--- src/rtl/ps2_keyboard_tx.sv ---
// Keyboard-side PS/2 transmitter: buffers scan codes in a FIFO and serialises 11-bit frames on ps2_clk/ps2_data.
// Optional macro PS2_BREAK_EXPAND_EN: FIFO entries carry a break flag that expands into an 0xF0 prefix frame.
module ps2_keyboard_tx #(
  parameter int unsigned CLK_DIV    = 50,
  parameter int unsigned FIFO_DEPTH = 4,
  parameter int unsigned GAP_CYCLES = 100
) (
  input  logic                        clk,
  input  logic                        resetn,
  input  logic                        in_valid,
  input  logic [7:0]                  in_data,
  input  logic                        in_break,
  output logic                        in_ready,
  output logic                        ps2_clk,
  output logic                        ps2_data,
  output logic                        busy,
  output logic [$clog2(FIFO_DEPTH):0] fifo_level,
  output logic [7:0]                  frames_sent
);

  localparam int unsigned PTR_W   = $clog2(FIFO_DEPTH);
  localparam int unsigned LVL_W   = PTR_W + 1;
  localparam int unsigned CNT_MAX = (CLK_DIV > GAP_CYCLES) ? CLK_DIV : GAP_CYCLES;
  localparam int unsigned CNT_W   = $clog2(CNT_MAX + 1);
  localparam int unsigned FRM_W   = 11;
  localparam int unsigned IDX_W   = 4;
`ifdef PS2_BREAK_EXPAND_EN
  localparam int unsigned ENT_W   = 9;
`else
  localparam int unsigned ENT_W   = 8;
`endif

  typedef enum logic [1:0] {S_IDLE, S_HIGH, S_LOW, S_GAP} state_t;

  state_t           state, state_nx;
  logic [CNT_W-1:0] cnt, cnt_nx;
  logic [IDX_W-1:0] idx, idx_nx;
  logic [FRM_W-1:0] shreg, shreg_nx;
  logic             ps2_clk_nx, ps2_data_nx, busy_nx, in_ready_nx;
  logic [LVL_W-1:0] fifo_level_nx;
  logic [7:0]       frames_sent_nx;

  logic [ENT_W-1:0] mem [FIFO_DEPTH];
  logic [PTR_W-1:0] wr_ptr, rd_ptr;
  logic [ENT_W-1:0] rd_entry, wr_entry;
  logic             push_c, pop_c, start_c;
  logic [7:0]       tx_byte_c;

`ifdef PS2_BREAK_EXPAND_EN
  logic             pend_valid, pend_valid_nx;
  logic [7:0]       pend_code, pend_code_nx;
  assign wr_entry = {in_break, in_data};
`else
  logic             unused_in_break;
  assign unused_in_break = in_break;
  assign wr_entry = in_data;
`endif

  assign push_c   = in_valid && in_ready;
  assign rd_entry = mem[rd_ptr];

  // Frame bits in transmit order, bit 0 first: start, data LSB..MSB, odd parity, stop.
  function automatic logic [FRM_W-1:0] make_frame(input logic [7:0] b);
    return {1'b1, ~^b, b, 1'b0};
  endfunction

  always_comb begin
    state_nx       = state;
    cnt_nx         = cnt;
    idx_nx         = idx;
    shreg_nx       = shreg;
    ps2_clk_nx     = ps2_clk;
    ps2_data_nx    = ps2_data;
    frames_sent_nx = frames_sent;
    pop_c          = 1'b0;
    start_c        = 1'b0;
    tx_byte_c      = rd_entry[7:0];
`ifdef PS2_BREAK_EXPAND_EN
    pend_valid_nx  = pend_valid;
    pend_code_nx   = pend_code;
`endif

    unique case (state)
      S_IDLE: begin
        cnt_nx = '0;
`ifdef PS2_BREAK_EXPAND_EN
        if (pend_valid) begin
          start_c       = 1'b1;
          tx_byte_c     = pend_code;
          pend_valid_nx = 1'b0;
        end else if (fifo_level != '0) begin
          start_c = 1'b1;
          pop_c   = 1'b1;
          if (rd_entry[8]) begin
            tx_byte_c     = 8'hF0;
            pend_valid_nx = 1'b1;
            pend_code_nx  = rd_entry[7:0];
          end
        end
`else
        if (fifo_level != '0) begin
          start_c = 1'b1;
          pop_c   = 1'b1;
        end
`endif
        if (start_c) begin
          shreg_nx    = make_frame(tx_byte_c);
          idx_nx      = '0;
          ps2_data_nx = 1'b0;
          ps2_clk_nx  = 1'b1;
          state_nx    = S_HIGH;
        end
      end
      S_HIGH: begin
        if (cnt == CNT_W'(CLK_DIV - 1)) begin
          cnt_nx     = '0;
          ps2_clk_nx = 1'b0;
          state_nx   = S_LOW;
        end else begin
          cnt_nx = cnt + CNT_W'(1);
        end
      end
      S_LOW: begin
        if (cnt == CNT_W'(CLK_DIV - 1)) begin
          cnt_nx     = '0;
          ps2_clk_nx = 1'b1;
          // Data moves only together with the rising ps2_clk edge.
          if (idx != IDX_W'(FRM_W - 1)) begin
            idx_nx      = idx + IDX_W'(1);
            shreg_nx    = {1'b1, shreg[FRM_W-1:1]};
            ps2_data_nx = shreg[1];
            state_nx    = S_HIGH;
          end else begin
            ps2_data_nx    = 1'b1;
            frames_sent_nx = frames_sent + 8'd1;
            state_nx       = S_GAP;
          end
        end else begin
          cnt_nx = cnt + CNT_W'(1);
        end
      end
      S_GAP: begin
        if (cnt == CNT_W'(GAP_CYCLES - 1)) begin
          cnt_nx   = '0;
          state_nx = S_IDLE;
        end else begin
          cnt_nx = cnt + CNT_W'(1);
        end
      end
      default: state_nx = S_IDLE;
    endcase

    fifo_level_nx = fifo_level;
    if (push_c && !pop_c) begin
      fifo_level_nx = fifo_level + LVL_W'(1);
    end else if (!push_c && pop_c) begin
      fifo_level_nx = fifo_level - LVL_W'(1);
    end
    in_ready_nx = (fifo_level_nx != LVL_W'(FIFO_DEPTH));
`ifdef PS2_BREAK_EXPAND_EN
    busy_nx = (state_nx != S_IDLE) || (fifo_level_nx != '0) || pend_valid_nx;
`else
    busy_nx = (state_nx != S_IDLE) || (fifo_level_nx != '0);
`endif
  end

  always_ff @(posedge clk) begin
    if (!resetn) begin
      state       <= S_IDLE;
      cnt         <= '0;
      idx         <= '0;
      shreg       <= '1;
      ps2_clk     <= 1'b1;
      ps2_data    <= 1'b1;
      busy        <= 1'b0;
      in_ready    <= 1'b1;
      fifo_level  <= '0;
      frames_sent <= '0;
      wr_ptr      <= '0;
      rd_ptr      <= '0;
`ifdef PS2_BREAK_EXPAND_EN
      pend_valid  <= 1'b0;
      pend_code   <= '0;
`endif
    end else begin
      state       <= state_nx;
      cnt         <= cnt_nx;
      idx         <= idx_nx;
      shreg       <= shreg_nx;
      ps2_clk     <= ps2_clk_nx;
      ps2_data    <= ps2_data_nx;
      busy        <= busy_nx;
      in_ready    <= in_ready_nx;
      fifo_level  <= fifo_level_nx;
      frames_sent <= frames_sent_nx;
      if (push_c) wr_ptr <= wr_ptr + PTR_W'(1);
      if (pop_c)  rd_ptr <= rd_ptr + PTR_W'(1);
`ifdef PS2_BREAK_EXPAND_EN
      pend_valid  <= pend_valid_nx;
      pend_code   <= pend_code_nx;
`endif
    end
  end

  // FIFO storage needs no reset; pointers define its contents.
  always_ff @(posedge clk) begin
    if (resetn && push_c) mem[wr_ptr] <= wr_entry;
  end

endmodule

--- config.mk ---
export PLATFORM = sky130hd
export DESIGN_NAME = ps2_keyboard_tx
export DESIGN_NICKNAME = d
export VERILOG_FILES = /design/src/rtl/ps2_keyboard_tx.sv
export SDC_FILE = /design/constraint.sdc
export NUM_CORES = 1
export LEC_CHECK = 0
export ABC_CLOCK_PERIOD_IN_PS = 2700
export BUFFER_PORTS_ARGS = -buffer_cell sky130_fd_sc_hd__buf_2
export CORE_ASPECT_RATIO = 1.25
export CORE_MARGIN = 3
export CORE_UTILIZATION = 59
export CTS_CLUSTER_DIAMETER = 150
export DETAILED_ROUTE_END_ITERATION = 7
export PLACE_DENSITY = 0.84
export SLEW_MARGIN = 0
export SYNTH_ARGS = -nofsm -noshare
export SYNTH_HDL_FRONTEND = slang
export SYNTH_SLANG_ARGS = --single-unit
--- constraint.sdc ---
create_clock -name clk -period 2.7 [get_ports clk]
set_input_delay 0.27 -clock clk [delete_from_list [all_inputs] [get_ports clk]]
set_output_delay 0.27 -clock clk [all_outputs]
set_load 0.1 [all_outputs]
==> summary.json <==
{
  "timing.fmax": {"value": 469, "unit": "MHz"},
  "critPathLaunchType": {"value": "flop"},
  "post-route-cell-area": {"value": 3830, "unit": "um^2"},
  "synth_simple_gate_area_share": {"value": 14.9, "unit": "%"},
  "pin_count_of_the_biggest_net_entering_global_routing": {"value": 23},
  "boundaryPins": {"value": 27},
  "detailed_route_wire_length": {"value": 5950, "unit": "um"},
  "design.core.area": {"value": 5560, "unit": "um^2"},
  "clock-skew-final": {"value": 0.00653, "unit": "ns"},
  "final_hold_viol_count": {"value": 0},
  "final_critical_path_setup_slack": {"value": 0.568, "unit": "ns"},
  "endpoint_kind": {"value": "flop"},
  "fin_tns_setup": {"value": 0, "unit": "ns"},
  "chipHeight": {"value": 91.5, "unit": "um"},
  "overflow": {"value": 0},
  "holdCritPathClass": {"value": "in2reg"},
  "crit_type": {"value": "reg2reg"},
  "drt_iter0_markers": {"value": 99},
  "diodes": {"value": 0},
  "final-seq-area": {"value": 1820, "unit": "um^2"},
  "synth_top_area_share": {"value": 27.9, "unit": "%"},
  "post_synth_num_cell_types": {"value": 43},
  "numClockSinks": {"value": 75},
  "post_cts.resized_instances": {"value": 0},
  "final.min_clock_period": {"value": 2.13, "unit": "ns"},
  "place.gp.congestion": {"value": 0.859},
  "rsz0062_at_grt": {"value": "false"},
  "routed-via-count": {"value": 2214},
  "routedWlPerCell": {"value": 15.1, "unit": "um"},
  "count_of_yosys_warnings_during_synthesis": {"value": 0},
  "timing_max_transition_violations_final": {"value": 0},
  "dpl.hpwl": {"value": 3890, "unit": "um"},
  "cp_slowest_cell": {"value": "sky130_fd_sc_hd__o31ai_4"},
  "path_max_fanout": {"value": 10},
  "critPathBufInv": {"value": 2},
  "utilization": {"value": 68.9, "unit": "%"},
  "irDropWorstVdd": {"value": 546, "unit": "uV"},
  "synth_compound_area_share": {"value": 6.75, "unit": "%"},
  "ys_ff_latch": {"value": 75},
  "syn2layout_area_growth": {"value": 11.0, "unit": "%"},
  "synth-async-reset-ratio": {"value": 0, "unit": "%"},
  "vias_per_cell": {"value": 5.61},
  "timing.final.crit_share": {"value": 79.0, "unit": "%"},
  "clock-root-buffer": {"value": "sky130_fd_sc_hd__clkbuf_8"},
  "floorplan.initialDensity": {"value": 62.1, "unit": "%"},
  "grt_use_total": {"value": 19.9, "unit": "%"},
  "yosys-top-cells-area": {"value": "sky130_fd_sc_hd__edfxtp_1 28%, sky130_fd_sc_hd__dfxtp_1 25%, sky130_fd_sc_hd__ha_1 6.5%"},
  "finish.net_count": {"value": 356},
  "final_cells": {"value": 395},
  "cap_viol_max_count": {"value": 0},
  "post_synthesis_cells": {"value": 299},
  "clkSlewWorstSetupHoldPaths": {"value": 0.08, "unit": "ns"},
  "clkLatencyLatePin": {"value": 0.34, "unit": "ns"},
  "worst_ep_required_time": {"value": 2.94, "unit": "ns"},
  "multi_input_area": {"value": 1510, "unit": "um^2"},
  "yosysTopAreaCell": {"value": "sky130_fd_sc_hd__edfxtp_1"},
  "max-slew-margin-rel": {"value": 66.8, "unit": "%"},
  "port_buffers": {"value": 25},
  "drc_errors": {"value": 0},
  "postSynth.topFlopCell": {"value": "sky130_fd_sc_hd__dfxtp_1"},
  "syn_nets": {"value": 329},
  "most_repeated_cell_in_the_gate_level_netlist_after_synthesis": {"value": "sky130_fd_sc_hd__dfxtp_1"},
  "yosysSeqAreaShare": {"value": 52.8, "unit": "%"},
  "initial_antenna_violation_count": {"value": 0},
  "grt_pass1_wl": {"value": 10300, "unit": "um"},
  "largest_buffer_count_on_any_clock_path": {"value": 2},
  "place_inst": {"value": 379},
  "dpl_cell_area": {"value": 3630, "unit": "um^2"},
  "total_power": {"value": 3.72, "unit": "mW"},
  "mappedNetlistArea": {"value": 3450, "unit": "um^2"},
  "critPathArrivalTime": {"value": 2.37, "unit": "ns"},
  "slowest_delay": {"value": 0.47, "unit": "ns"},
  "cts_made_buffers": {"value": 9},
  "postSynthAreaPerCell": {"value": 11.5, "unit": "um^2"},
  "report.final.setup_viol": {"value": 0},
  "die_x": {"value": 74.4, "unit": "um"},
  "placement_rows": {"value": 30},
  "synth.cells.most_frequent": {"value": "43 x sky130_fd_sc_hd__dfxtp_1, 33 x sky130_fd_sc_hd__nand2_1, 32 x sky130_fd_sc_hd__edfxtp_1, 20 x sky130_fd_sc_hd__xnor2_1"},
  "yosys.area_share.adder": {"value": 6.53, "unit": "%"},
  "clock_tree_from_tritoncts": {"value": "done"},
  "detailedPlace.worstSlack": {"value": 0.593, "unit": "ns"},
  "cts-htree-levels": {"value": 3},
  "grt_pass1_vias": {"value": 2218},
  "design.die.area": {"value": 6800, "unit": "um^2"},
  "synth-edff-count": {"value": 32},
  "worst_pin_slew": {"value": 0.497, "unit": "ns"},
  "layout.filler_cells": {"value": 405},
  "multiplexer_share_of_the_synthesized_area": {"value": 9.07, "unit": "%"},
  "cts_hold_buf": {"value": 0},
  "largest_family_of_logic_cells_by_synthesized_area": {"value": "simple AND/OR/NAND/NOR gates"},
  "post_route_cells_drive_above_1_share": {"value": 16.0, "unit": "%"},
  "worstPathCellList": {"value": "inv_1 -> ha_1 -> a21boi_2 -> o31ai_4 -> buf_4 -> nand2_1 -> xor2_1 -> nor2_1"},
  "detailedRoute.firstPassIterationCount": {"value": 4},
  "power_density": {"value": 971, "unit": "nW/um^2"},
  "worst_hold_slack_after_final_layout": {"value": 0.138, "unit": "ns"},
  "cts_post_setup_buffers_inserted": {"value": 0},
  "outcome": {"value": "finished clean"},
  "p_leak": {"value": 1.52, "unit": "nW"},
  "worst_path_dominant_cell_family": {"value": "compound AO/OA/AOI/OAI gates"},
  "synth-xor-area-share": {"value": 6.60, "unit": "%"},
  "ant_nets": {"value": 0}
}
[report_power, final]
group	switching (mW)	internal (mW)
clock network	0.418	0.430
logic	0.882	0.518
registers	0.120	1.35
total	1.42	2.30
[layout make-up]
class / instances / area share (%)
clock inverters: 7 / 1.99
flip-flops and latches: 75 / 47.6
multi-input cells: 197 / 39.5
clock buffers: 9 / 3.24
inverters: 13 / 1.27
repair buffers: 30 / 4.25
well taps: 64 / 2.09
[flip-flops by register name, indices dropped and copies added (netlist names), 2 cells and up, named ones only]
name and cells:
mem 32, shreg 9, frames_sent 8, cnt 7
idx 4, fifo_level 3, rd_ptr 2, state 2
wr_ptr 2
[worst reg2reg max path, cell delays in order, from the launching register on]
cell and delay, ns:
sky130_fd_sc_hd__dfxtp_1 0.41, sky130_fd_sc_hd__inv_1 0.11, sky130_fd_sc_hd__ha_1 0.30, sky130_fd_sc_hd__a21boi_2 0.23, sky130_fd_sc_hd__o31ai_4 0.48, sky130_fd_sc_hd__buf_4 0.25
sky130_fd_sc_hd__nand2_1 0.07, sky130_fd_sc_hd__xor2_1 0.13, sky130_fd_sc_hd__nor2_1 0.05
[layout by cell type, fill, tap and decap left out, types with 2 or more instances in the layout]
cell,count
sky130_fd_sc_hd__ha_1,18
sky130_fd_sc_hd__nor2_1,18
sky130_fd_sc_hd__clkinv_4,2
sky130_fd_sc_hd__mux4_2,2
sky130_fd_sc_hd__o21ai_0,13
sky130_fd_sc_hd__nand2b_1,3
sky130_fd_sc_hd__a31oi_1,2
sky130_fd_sc_hd__nand3_1,7
sky130_fd_sc_hd__a21oi_1,5
sky130_fd_sc_hd__mux4_1,6
sky130_fd_sc_hd__and2_1,15
sky130_fd_sc_hd__buf_2,25
sky130_fd_sc_hd__and3_1,8
sky130_fd_sc_hd__a32oi_1,2
sky130_fd_sc_hd__buf_4,5
sky130_fd_sc_hd__inv_1,13
sky130_fd_sc_hd__nand2_1,33
sky130_fd_sc_hd__dfxtp_1,42
sky130_fd_sc_hd__xor2_1,6
sky130_fd_sc_hd__and4_1,2
sky130_fd_sc_hd__clkinvlp_4,2
sky130_fd_sc_hd__o21a_1,3
sky130_fd_sc_hd__mux2i_1,11
sky130_fd_sc_hd__nand4_1,3
sky130_fd_sc_hd__edfxtp_1,32
sky130_fd_sc_hd__xnor2_1,20
sky130_fd_sc_hd__clkbuf_8,9
sky130_fd_sc_hd__nand3b_1,2
sky130_fd_sc_hd__nor3b_1,3
[logic make-up (layout without fill, tap and decap cells)]
logic type | Yosys count | count (layout)
AND/OR/NAND/NOR | 100 | 100
flip-flops | 75 | 75
AO/OA/AOI/OAI | 34 | 34
buffers and inverters | 27 | 59
XOR/XNOR | 26 | 26
multiplexers | 19 | 19
adder cells (fa/ha/maj) | 18 | 18
[final timing paths]
path	startpoint	to	slack, ns	cells after the start
worst max-delay path	state[0]$_SDFF_PN0_	idx[2]$_SDFFE_PN0P_	0.57	8
worst min-delay path	in_data[2]	mem[0][2]$_DFFE_PP_	0.14	1
worst max register to register	state[0]$_SDFF_PN0_	idx[2]$_SDFFE_PN0P_	0.57	8
worst min register to register	cnt[0]$_SDFF_PN0_	cnt[0]$_SDFF_PN0_	0.48	1
[layer usage]
metal	GRT usage (%)	vias to the layer above	routed length, um
met5	0	-	0
met4	7.72	0	119
met3	6.20	13	187
met2	32.4	39	3050
met1	24.1	1063	2590
li1	-	1099	-
No activity file was read; power rests on OpenSTA's default activity.
